===== src/rtl/ramrw_arb_pkg.sv =====
// Shared types and helpers for ramrw_arb: round-robin grant search,
// pointer advance and the fixed read latency.
package ramrw_arb_pkg;

   localparam int RDLAT  = 3;
   localparam int MAXREQ = 8;

   // Scan from ptr upward with wrap; the first asserted request wins.
   function automatic logic [MAXREQ-1:0] rr_grant(input logic [MAXREQ-1:0] req,
                                                  input logic [2:0]        ptr,
                                                  input int                nreq);
      logic [MAXREQ-1:0] gnt;
      logic [2:0]        sel;
      int                idx;
      gnt = '0;
      for (int i = 0; i < MAXREQ; i++) begin
         if (i < nreq) begin
            idx = int'(ptr) + i;
            if (idx >= nreq) idx = idx - nreq;
            sel = idx[2:0];
            if (gnt == '0 && req[sel]) gnt[sel] = 1'b1;
         end
      end
      return gnt;
   endfunction

   function automatic logic [2:0] rr_next(input logic [MAXREQ-1:0] gnt,
                                          input logic [2:0]        ptr,
                                          input int                nreq);
      logic [2:0] nxt;
      nxt = ptr;
      for (int i = 0; i < MAXREQ; i++) begin
         if (gnt[i]) nxt = (i == nreq - 1) ? 3'd0 : 3'(i + 1);
      end
      return nxt;
   endfunction

endpackage


===== src/rtl/ramrw_arb_if.sv =====
// Client and RAM-side signal bundle for ramrw_arb.
// Handshake: wreq/rreq are levels held by the client until the matching
// one-hot wgnt/rgnt bit is seen in the same cycle; rvld qualifies rdata.
interface ramrw_arb_if #(
   parameter int NREQ    = 4,
   parameter int ADDRBIT = 9,
   parameter int WIDTH   = 32
);
   logic [NREQ-1:0]         wreq;
   logic [NREQ*ADDRBIT-1:0] wa;
   logic [NREQ*WIDTH-1:0]   wd;
   logic [NREQ-1:0]         wgnt;
   logic [NREQ-1:0]         rreq;
   logic [NREQ*ADDRBIT-1:0] ra;
   logic [NREQ-1:0]         rgnt;
   logic [NREQ-1:0]         rvld;
   logic [WIDTH-1:0]        rdata;
   logic                    ram_we;
   logic [ADDRBIT-1:0]      ram_wa;
   logic [WIDTH-1:0]        ram_di;
   logic [ADDRBIT-1:0]      ram_ra;
   logic [WIDTH-1:0]        ram_do;

   modport slave (
      input  wreq, wa, wd, rreq, ra, ram_do,
      output wgnt, rgnt, rvld, rdata, ram_we, ram_wa, ram_di, ram_ra
   );

   modport master (
      output wreq, wa, wd, rreq, ra, ram_do,
      input  wgnt, rgnt, rvld, rdata, ram_we, ram_wa, ram_di, ram_ra
   );
endinterface


===== src/rtl/ramrw_arb_rr_arb.sv =====
// Combinational round-robin arbiter: request vector + pointer in,
// one-hot grant + next pointer out (pointer holds when nothing is granted).
import ramrw_arb_pkg::*;

module rr_arb #(
   parameter int NREQ   = 4,
   parameter int PTRBIT = 2
) (
   input  logic [NREQ-1:0]   req_i,
   input  logic [PTRBIT-1:0] ptr_i,
   output logic [NREQ-1:0]   gnt_o,
   output logic [PTRBIT-1:0] ptr_nxt_o
);
   assign gnt_o     = NREQ'(rr_grant(MAXREQ'(req_i), 3'(ptr_i), NREQ));
   assign ptr_nxt_o = PTRBIT'(rr_next(MAXREQ'(gnt_o), 3'(ptr_i), NREQ));
endmodule


===== src/rtl/ramrw_arb.sv =====
// Round-robin sharing of one write port and one registered read port of a RAM.
// Define RAMRW_ARB_RAWBYPASS_EN to forward same-edge write data to the read.
import ramrw_arb_pkg::*;

module ramrw_arb #(
   parameter int NREQ    = 4,
   parameter int ADDRBIT = 9,
   parameter int WIDTH   = 32,
   parameter int PTRBIT  = 2
) (
   input  logic          clk,
   input  logic          rst_n,
   ramrw_arb_if.slave    bus
);
   logic [PTRBIT-1:0]  wptr_q, wptr_d, rptr_q, rptr_d;
   logic [NREQ-1:0]    wgnt_raw, rgnt_raw, wgnt, rgnt;
   logic [ADDRBIT-1:0] wa_sel, ra_sel;
   logic [WIDTH-1:0]   wd_sel;

   logic               ram_we_q, ram_we_d;
   logic [ADDRBIT-1:0] ram_wa_q, ram_wa_d, ram_ra_q, ram_ra_d;
   logic [WIDTH-1:0]   ram_di_q, ram_di_d;
   logic [NREQ-1:0]    tag1_q, tag2_q, rvld_q;
   logic [WIDTH-1:0]   rdata_q, rdata_d;

   rr_arb #(.NREQ(NREQ), .PTRBIT(PTRBIT)) u_warb (
      .req_i(bus.wreq), .ptr_i(wptr_q), .gnt_o(wgnt_raw), .ptr_nxt_o(wptr_d)
   );
   rr_arb #(.NREQ(NREQ), .PTRBIT(PTRBIT)) u_rarb (
      .req_i(bus.rreq), .ptr_i(rptr_q), .gnt_o(rgnt_raw), .ptr_nxt_o(rptr_d)
   );

   // Grants are suppressed while reset is asserted.
   assign wgnt     = rst_n ? wgnt_raw : '0;
   assign rgnt     = rst_n ? rgnt_raw : '0;
   assign bus.wgnt = wgnt;
   assign bus.rgnt = rgnt;

   always_comb begin
      wa_sel = '0;
      wd_sel = '0;
      ra_sel = '0;
      for (int k = 0; k < NREQ; k++) begin
         wa_sel = wa_sel | (bus.wa[k*ADDRBIT +: ADDRBIT] & {ADDRBIT{wgnt[k]}});
         wd_sel = wd_sel | (bus.wd[k*WIDTH +: WIDTH] & {WIDTH{wgnt[k]}});
         ra_sel = ra_sel | (bus.ra[k*ADDRBIT +: ADDRBIT] & {ADDRBIT{rgnt[k]}});
      end
   end

`ifdef RAMRW_ARB_RAWBYPASS_EN
   logic             hit_q;
   logic [WIDTH-1:0] byp_q;

   // Captured on the edge where the RAM samples ram_ra, aligned with tag2.
   always_ff @(posedge clk or negedge rst_n) begin
      if (!rst_n) begin
         hit_q <= 1'b0;
         byp_q <= '0;
      end else begin
         hit_q <= ram_we_q && (ram_wa_q == ram_ra_q);
         byp_q <= ram_di_q;
      end
   end

   always_comb begin
      rdata_d = rdata_q;
      if (|tag2_q) rdata_d = hit_q ? byp_q : bus.ram_do;
   end
`else
   always_comb begin
      rdata_d = rdata_q;
      if (|tag2_q) rdata_d = bus.ram_do;
   end
`endif

   always_comb begin
      ram_we_d = |wgnt;
      ram_wa_d = (|wgnt) ? wa_sel : ram_wa_q;
      ram_di_d = (|wgnt) ? wd_sel : ram_di_q;
      ram_ra_d = (|rgnt) ? ra_sel : ram_ra_q;
   end

   always_ff @(posedge clk or negedge rst_n) begin
      if (!rst_n) begin
         wptr_q   <= '0;
         rptr_q   <= '0;
         ram_we_q <= 1'b0;
         ram_wa_q <= '0;
         ram_di_q <= '0;
         ram_ra_q <= '0;
         tag1_q   <= '0;
         tag2_q   <= '0;
         rvld_q   <= '0;
         rdata_q  <= '0;
      end else begin
         wptr_q   <= wptr_d;
         rptr_q   <= rptr_d;
         ram_we_q <= ram_we_d;
         ram_wa_q <= ram_wa_d;
         ram_di_q <= ram_di_d;
         ram_ra_q <= ram_ra_d;
         tag1_q   <= rgnt;
         tag2_q   <= tag1_q;
         rvld_q   <= tag2_q;
         rdata_q  <= rdata_d;
      end
   end

   assign bus.ram_we = ram_we_q;
   assign bus.ram_wa = ram_wa_q;
   assign bus.ram_di = ram_di_q;
   assign bus.ram_ra = ram_ra_q;
   assign bus.rvld   = rvld_q;
   assign bus.rdata  = rdata_q;
endmodule

===== src/flat_wrapper.sv =====
// flat-port wrapper written by rule: the top's interface ports become plain ports
module ramrw_arb_flat 
#(
   parameter int NREQ    = 4,
   parameter int ADDRBIT = 9,
   parameter int WIDTH   = 32,
   parameter int PTRBIT  = 2
)
  (clk, rst_n, bus_wreq, bus_wa, bus_wd, bus_rreq, bus_ra, bus_ram_do, bus_wgnt, bus_rgnt, bus_rvld, bus_rdata, bus_ram_we, bus_ram_wa, bus_ram_di, bus_ram_ra);
  ramrw_arb_if #(.NREQ(NREQ), .ADDRBIT(ADDRBIT), .WIDTH(WIDTH)) bus_i ();
  input  logic clk;
  input  logic rst_n;
  input wire logic [$bits(bus_i.wreq)-1:0] bus_wreq;
  input wire logic [$bits(bus_i.wa)-1:0] bus_wa;
  input wire logic [$bits(bus_i.wd)-1:0] bus_wd;
  input wire logic [$bits(bus_i.rreq)-1:0] bus_rreq;
  input wire logic [$bits(bus_i.ra)-1:0] bus_ra;
  input wire logic [$bits(bus_i.ram_do)-1:0] bus_ram_do;
  output wire logic [$bits(bus_i.wgnt)-1:0] bus_wgnt;
  output wire logic [$bits(bus_i.rgnt)-1:0] bus_rgnt;
  output wire logic [$bits(bus_i.rvld)-1:0] bus_rvld;
  output wire logic [$bits(bus_i.rdata)-1:0] bus_rdata;
  output wire logic [$bits(bus_i.ram_we)-1:0] bus_ram_we;
  output wire logic [$bits(bus_i.ram_wa)-1:0] bus_ram_wa;
  output wire logic [$bits(bus_i.ram_di)-1:0] bus_ram_di;
  output wire logic [$bits(bus_i.ram_ra)-1:0] bus_ram_ra;
  assign bus_i.wreq = bus_wreq;
  assign bus_i.wa = bus_wa;
  assign bus_i.wd = bus_wd;
  assign bus_i.rreq = bus_rreq;
  assign bus_i.ra = bus_ra;
  assign bus_i.ram_do = bus_ram_do;
  assign bus_wgnt = bus_i.wgnt;
  assign bus_rgnt = bus_i.rgnt;
  assign bus_rvld = bus_i.rvld;
  assign bus_rdata = bus_i.rdata;
  assign bus_ram_we = bus_i.ram_we;
  assign bus_ram_wa = bus_i.ram_wa;
  assign bus_ram_di = bus_i.ram_di;
  assign bus_ram_ra = bus_i.ram_ra;
  ramrw_arb #(.NREQ(NREQ), .ADDRBIT(ADDRBIT), .WIDTH(WIDTH), .PTRBIT(PTRBIT)) u_core (.clk(clk), .rst_n(rst_n), .bus(bus_i));
endmodule

===== config.mk =====
export PLATFORM = sky130hd
export DESIGN_NAME = ramrw_arb_flat
export DESIGN_NICKNAME = d
export VERILOG_FILES = /design/src/rtl/ramrw_arb_pkg.sv /design/src/rtl/ramrw_arb_if.sv /design/src/rtl/ramrw_arb_rr_arb.sv /design/src/rtl/ramrw_arb.sv /design/src/flat_wrapper.sv
export SDC_FILE = /design/constraint.sdc
export NUM_CORES = 1
export LEC_CHECK = 0
export CORE_ASPECT_RATIO = 0.8
export CORE_MARGIN = 3
export CORE_UTILIZATION = 30
export DETAILED_ROUTE_END_ITERATION = 8
export GPL_ROUTABILITY_DRIVEN = 0
export PLACE_DENSITY = 0.69
export SYNTH_ARGS = -nofsm -noshare
export SYNTH_HDL_FRONTEND = slang
export SYNTH_SLANG_ARGS = --single-unit

===== constraint.sdc =====
create_clock -name clk -period 3.58 [get_ports clk]
set_clock_uncertainty 0.15 [all_clocks]
set_input_delay 0.358 -clock clk [delete_from_list [all_inputs] [get_ports clk]]
set_output_delay 0.358 -clock clk [all_outputs]
set_load 0.05 [all_outputs]

# Word level (Yosys, flattened, before mapping)
# Index checks and enable logic that the tools add are counted.
# word_totals
ff_bits	99
input_bits	242
output_inout_bits	95
word_cells	158
# op_classes
n_addsub	14
n_lt_le_gt_ge	24
muxes	58
n_bitwise	27
reduce_logical	25
# ops
op	n
32-bit bitwise AND	4
32-bit bitwise OR	3
9-bit bitwise AND	8
9-bit bitwise OR	6
8-bit zero test	6
8-bit 2-to-1 mux	6
3-bit by 4-bit less-than comparator with 1-bit output (second input constant)	8
8-bit bitwise OR	4
1-bit binary-select mux with 3-bit select	8
1-bit demux with 3-bit select	8
3-bit by 1-bit greater-or-equal comparator with 1-bit output (second input constant)	8
3-bit 2-to-1 mux	8
3-bit greater-or-equal comparator (second input constant)	6
3-bit subtractor (second input constant)	6
1-bit 2-to-1 mux	16
2-bit 2-to-1 mux	8
4-bit 2-to-1 mux	4
1-bit logical AND	14
2-bit by 2-bit adder with 3-bit output (second input constant)	4
4-bit OR reduction	3
4-bit bitwise OR	2
4-bit nonzero test	2
2-bit by 1-bit adder with 3-bit output (second input constant)	2
2-bit by 3-bit greater-or-equal comparator with 1-bit output (second input constant)	2
2-bit by 3-bit subtractor with 3-bit output (second input constant)	2

# Longest topological paths before layout
# depth
ltp_word	21
mapped_depth	14
mapped_depth_nobuf	10

# By module
# From an unflattened synthesis, not the netlist that was laid out.
# unflattened
cells_unflattened	526
area_unflattened_um2	5688.0
# modules_own_cells
module	n_inst	cells_each	area_each_um2	seq_area_each_um2
ramrw_arb	1	380	4490.6	2477.4
rr_arb at u_core.u_warb	1	76	635.6	0.0
rr_arb at u_core.u_rarb	1	70	561.8	0.0

# Least setup slack after synthesis
# No wires, ideal clock.
# synth_path
path_kind	reg2reg
from	reg u_core.rptr_q[0]
to	reg u_core.ram_ra_q[0] (netlist: u_core.bus.ram_ra[0])
setup_time_ns	0.126
arrival_time_ns	3.641
t_required_ns	3.304
slack_ns	-0.337
stages_incl_launch_ff	12
path_buffers	1
period_less_slack_ns	3.917
path_cell_list	dfrtp_1 -> inv_1 -> ha_1 -> mux4_2 -> or2_1 -> a31oi_1 -> mux2i_1 -> o21ai_1 -> and2_1 -> clkbuf_1 -> a221o_1 -> a221o_1
# synth_via
word_cells_on_any_way	65
cone_classes	add/sub (7); order compare (12); mux (25); bitwise (10); reduce/logical (11)
# synth_lines
item	line	rtl
start, declared	ramrw_arb.sv:15	logic [PTRBIT-1:0] wptr_q, wptr_d, rptr_q, rptr_d;
start signal, assigned	ramrw_arb.sv:97	rptr_q <= rptr_d;
2-bit by 3-bit subtractor with 3-bit output or 2-bit by 3-bit greater-or-equal comparator with 1-bit output (tied branches)	ramrw_arb_pkg.sv:19	if (idx >= nreq) idx = idx - nreq;
3-bit 2-to-1 mux	ramrw_arb_pkg.sv:19	
3-bit by 4-bit less-than comparator with 1-bit output (not written as such) or 3-bit by 1-bit greater-or-equal comparator with 1-bit output (tied branches)	ramrw_arb_pkg.sv:21	if (gnt == '0 && req[sel]) gnt[sel] = 1'b1;
1-bit logical AND (not written as such)	ramrw_arb_pkg.sv:21	
1-bit 2-to-1 mux (not written as such)	ramrw_arb_pkg.sv:21	
1-bit demux with 3-bit select	ramrw_arb_pkg.sv:21	
8-bit 2-to-1 mux	ramrw_arb_pkg.sv:21	
8-bit zero test	ramrw_arb_pkg.sv:21	
(+4 left out)	n/a	
8-bit 2-to-1 mux	ramrw_arb_pkg.sv:21	
8-bit zero test	ramrw_arb_pkg.sv:21	
1-bit logical AND	ramrw_arb_pkg.sv:21	
4-bit 2-to-1 mux (*)	ramrw_arb_pkg.sv:21	
4-bit 2-to-1 mux (*)	ramrw_arb.sv:35	assign rgnt = rst_n ? rgnt_raw : '0;
via bus_rgnt[3]	flat_wrapper.sv:20	output wire logic [$bits(bus_i.rgnt)-1:0] bus_rgnt;
9-bit bitwise AND	ramrw_arb.sv:46	ra_sel = ra_sel | (bus.ra[k*ADDRBIT +: ADDRBIT] & {ADDRBIT{rgnt[k]}});
9-bit bitwise OR	ramrw_arb.sv:46	
end signal, assigned	ramrw_arb.sv:101	ram_ra_q <= ram_ra_d;
end, declared	ramrw_arb.sv:21	logic [ADDRBIT-1:0] ram_wa_q, ram_wa_d, ram_ra_q, ram_ra_d;
# The timed path passes the listed nets; every way through them passes the cells marked *. The select of a mux whose other input is x is not followed.
# A chain may end at the register's enable or synchronous reset.

# Worst setup path after layout
# layout_path
from	reg u_core.wptr_q[0]
to	reg u_core.ram_di_q[24] (netlist: u_core.bus.ram_di[24])
# layout_via
elab_chain_cells	21
word_cells_on_any_way	65
cone_classes	add/sub (7); order compare (12); mux (25); bitwise (10); reduce/logical (11)
# layout_lines
item	line	rtl
start, declared	ramrw_arb.sv:15	
start signal, assigned	ramrw_arb.sv:96	wptr_q <= wptr_d;
2-bit by 3-bit subtractor with 3-bit output or 2-bit by 3-bit greater-or-equal comparator with 1-bit output (tied branches)	ramrw_arb_pkg.sv:19	
3-bit 2-to-1 mux	ramrw_arb_pkg.sv:19	
3-bit by 4-bit less-than comparator with 1-bit output (not written as such) or 3-bit by 1-bit greater-or-equal comparator with 1-bit output (tied branches)	ramrw_arb_pkg.sv:21	
1-bit logical AND (not written as such)	ramrw_arb_pkg.sv:21	
1-bit 2-to-1 mux (not written as such)	ramrw_arb_pkg.sv:21	
1-bit demux with 3-bit select	ramrw_arb_pkg.sv:21	
8-bit 2-to-1 mux	ramrw_arb_pkg.sv:21	
8-bit zero test	ramrw_arb_pkg.sv:21	
(+3 left out)	n/a	
1-bit logical AND	ramrw_arb_pkg.sv:21	
8-bit 2-to-1 mux	ramrw_arb_pkg.sv:21	
8-bit zero test	ramrw_arb_pkg.sv:21	
1-bit logical AND	ramrw_arb_pkg.sv:21	
4-bit 2-to-1 mux (*)	ramrw_arb_pkg.sv:21	
4-bit 2-to-1 mux (*)	ramrw_arb.sv:34	assign wgnt = rst_n ? wgnt_raw : '0;
32-bit bitwise AND	ramrw_arb.sv:45	wd_sel = wd_sel | (bus.wd[k*WIDTH +: WIDTH] & {WIDTH{wgnt[k]}});
32-bit bitwise OR (3 in a row)	ramrw_arb.sv:45	
end signal, assigned	ramrw_arb.sv:100	ram_di_q <= ram_di_d;
end, declared	ramrw_arb.sv:22	logic [WIDTH-1:0] ram_di_q, ram_di_d;
# Mark *: on every way between the ends. The rest lies on a longest branch, timed or not. The select of a mux whose other input is x is not followed.

==> impl_results.md <==
* Worst Setup Path Type: flip-flop to flip-flop
* Post-route DRC at 0
* Met3 Use GR at 6.78%
* Vias per cell at 5.16
* Drt first pass iters at 5
* First-pass GRT wire length at between 30000 and 40000 um
* FF-to-FF End: u_core.bus.ram_di[24]$_DFFE_PN0P_
* Fin. max-slew vios at 0
* Hold Violations, Final at 0
* RR Startpoint: u_core.wptr_q[0]$_DFFE_PN0P_
* Initial antenna violation count at 0
* Critical path data arrival time at between 3 and 4 ns
* DR iter-0 viols at approximately 340
* Met2 Usage GRT at 35.4%
* CTS buffer count at 9
* Port-buffer cells at between 300 and 400
* Worst setup margin at about 0.069 ns
* Ys Warns at 0
* Crit end category: flip-flop
* Busiest grt layer: met2
* Met1 global-route usage at 25.0%
* Worst Setup EP: u_core.bus.ram_di[24]$_DFFE_PN0P_
* Final period util at 98.1%
* Crit path from: u_core.wptr_q[0]$_DFFE_PN0P_
* R2r worst-path depth at 10
* Largest area contributor in the netlist: dfrtp_1
* Post-synthesis cell count at ~510
* Final Power at between 0.01 and 0.015 W
* Hold crit path type: flip-flop to flip-flop
* Layout Utilization at a little under three fifths
* Ratio of cells with drive above 1 in the final layout at between 20% and 30%
* CTS root buffer: clkbuf_16
* Ys async rst share at 100%
* Gr ovfl total at 0
* Routed wire length at roughly 24000 um
* Power per cell area at approximately 1200 mW/mm^2
* Final setup viols at 0
* VDD IR-drop max at 0.641 mV
* Layout net count at roughly 1100
* P_leak at 4.38 nW
* Crit path required time at 3.64 ns
* Max clock buf depth at 2
* Post-DP HPWL at roughly 17000 um
* Ant diodes at 0
* Largest net degree at the start of global routing at roughly 140
* Max Freq at approximately 280 MHz
* Most used DFF post-synth: dfrtp_1
* Die Height at 130 um
* Row count at 44
* Maxcap violations at 0
* Worst-margin pin slew at 0.727 ns
* Post-Place Setup Slack at -0.231 ns
* Syn nets at approximately 760
* Starting density of the core at 31.0%
* I/O pin total at between 300 and 400
* Count leader, synth: dfrtp_1
* Post-synth top cells: dfrtp_1 (99), inv_1 (50), a32o_1 (42), mux2i_1 (42), a221oi_1 (41)
* Dominant cells by area after synthesis: dfrtp_1 (43%), a32o_1 (7.3%), mux2i_1 (7.3%), mux2_2 (6.7%), a221oi_1 (6.3%)
* Number of global-route vias before repair at approximately 6000
* Synth top area share at between 40% and 50%
* Die Wd at between 150 and 200 um
* CP Launch Type: flip-flop
* Global Route Usage Sum at 20.5%
* Sequential share of the synthesized area at between 40% and 50%
* CTS Sinks at just under 100
* RSZ-0062 raised after global routing: yes
* Die area at a little over 0.02 mm^2
* H-tree Lvls at 3
* Core area at roughly 0.018 mm^2
* Outcome: completed
* Clock latency on the worst-skew pair at between 0.3 and 0.4 ns
* Synth-to-Final Area Change at 84.0%
* CTS clk-pin slew, worst paths at around 0.070 ns
* Worst reg-to-reg setup slack at a little under 0.07 ns
* Yosys cell types at between 40 and 50
* Total number of vias at between 5000 and 6000
* Fin crit period at 3.51 ns
* Worst-path fanout max at 8
* CTS tree: built
* Syn avg cell area at roughly 11 um^2
* EDFF count, synth at 0
* Seq cells post-synth at 99
* Drt wl/cell at between 20 and 25 um
* Max_slew headroom at just over 50%
* Antenna viol nets, final at 0
* Synthesized cell area at roughly 0.0057 mm^2
[worst min path at each step]
stage	slack, ns	cells after the start	start	to
after global placement	0.05	1	rst_n	u_core.wptr_q[0]$_DFFE_PN0P_
after detailed placement	0.06	1	rst_n	u_core.wptr_q[1]$_DFFE_PN0P_
final	0.20	0	u_core.tag1_q[0]$_DFF_PN0_	u_core.tag2_q[0]$_DFF_PN0_
after global routing	0.22	0	u_core.tag1_q[1]$_DFF_PN0_	u_core.tag2_q[1]$_DFF_PN0_
after CTS	0.20	0	u_core.tag1_q[0]$_DFF_PN0_	u_core.tag2_q[0]$_DFF_PN0_
after floorplan	-0.09	0	rst_n	u_core.bus.ram_di[0]$_DFFE_PN0P_
[cell type report]
type                    count  area [um^2]
repair buffers            414         4200
clock inverters             6         88.8
well taps                 253          317
flip-flops and latches     99         2480
inverters                  50          188
clock buffers              10          229
fillers                  1567         7920
multi-input cells         318         3030
[per-stage QoR]
| stage | setup TNS (ns) | instances | hold WS (ns) | cell area [um^2] |
|---|---|---|---|---|
| after floorplan | 0 | 507 | -0.0876 | 5760 |
| after global placement | -3.81 | 1114 | 0.0523 | 9810 |
| after detailed placement | -6.98 | 1114 | 0.0555 | 9810 |
| after CTS | 0 | 1133 | 0.199 | 10200 |
| after global routing | -0.548 | 1150 | 0.219 | 10500 |
| final | 0 | 1150 | 0.200 | 10500 |
[cells in the final DEF, fill, tap and decap left out, types with 14 or more instances in the layout]
master / count
buf_4: 62
nand2_1: 17
mux2_2: 33
and2_1: 18
clkdlybuf4s50_1: 327
mux2i_1: 41
buf_12: 14
inv_1: 49
a32o_1: 41
dfrtp_1: 98
a221o_1: 18
a221oi_1: 39
[critical path: stages (launching register included)]
cell and delay (ns):
dfrtp_1 0.37, buf_6 0.13, mux4_2 0.62, o31ai_2 0.12
o2111ai_2 0.23, and4_1 0.20, a311o_2 0.38, and2_4 0.17
or4_4 0.64, buf_12 0.20, mux2i_2 0.15
[routing by layer]
layer | up-vias | share of wire (%)
met5 | - | 0
met4 | 0 | 1.5
met3 | 24 | 8.6
met2 | 300 | 49
met1 | 2862 | 41
li1 | 2743 | -
[registers in the layout, summed over array words and instances (netlist names)]
name and count:
u_core.wptr_q 2, u_core.bus.ram_wa 9, u_core.bus.rdata 32, u_core.tag1_q 4, u_core.bus.rvld 4, u_core.tag2_q 4
u_core.bus.ram_ra 9, u_core.bus.ram_di 32, u_core.bus.ram_we 1, u_core.rptr_q 2
[kinds of logic (layout without fill, tap and decap cells)]
| group | Yosys count | in the layout | share of synthesized area, % |
|---|---|---|---|
| mux | 84 | 84 | 17.0 |
| fa+ha+maj | 14 | 14 | 3.06 |
| simple gates | 70 | 70 | 6.60 |
| flops | 99 | 99 | 43.3 |
| compound gates | 150 | 150 | 23.2 |
| buf+inv | 90 | 480 | 6.89 |
[power by group]
group	total [W]	internal, W	switching (W)
sequential	0.00195	0.00169	0.000265
combinational	0.00942	0.00429	0.00513
clock	0.00105	0.000614	0.000432
total	0.0124	0.00659	0.00583
[timing repair]
item / in CTS / in global routing
hold buffers: 1 / 0
gates resized for setup: 12 / 24
buffers inserted: 2 / 12
endpoints found under the setup margin: 17 / 48
pin swaps: 5 / 10
gates cloned: 0 / 5
hold endpoints to repair: 6 / 0
Note: power is estimated with default switching activity, not from simulation.
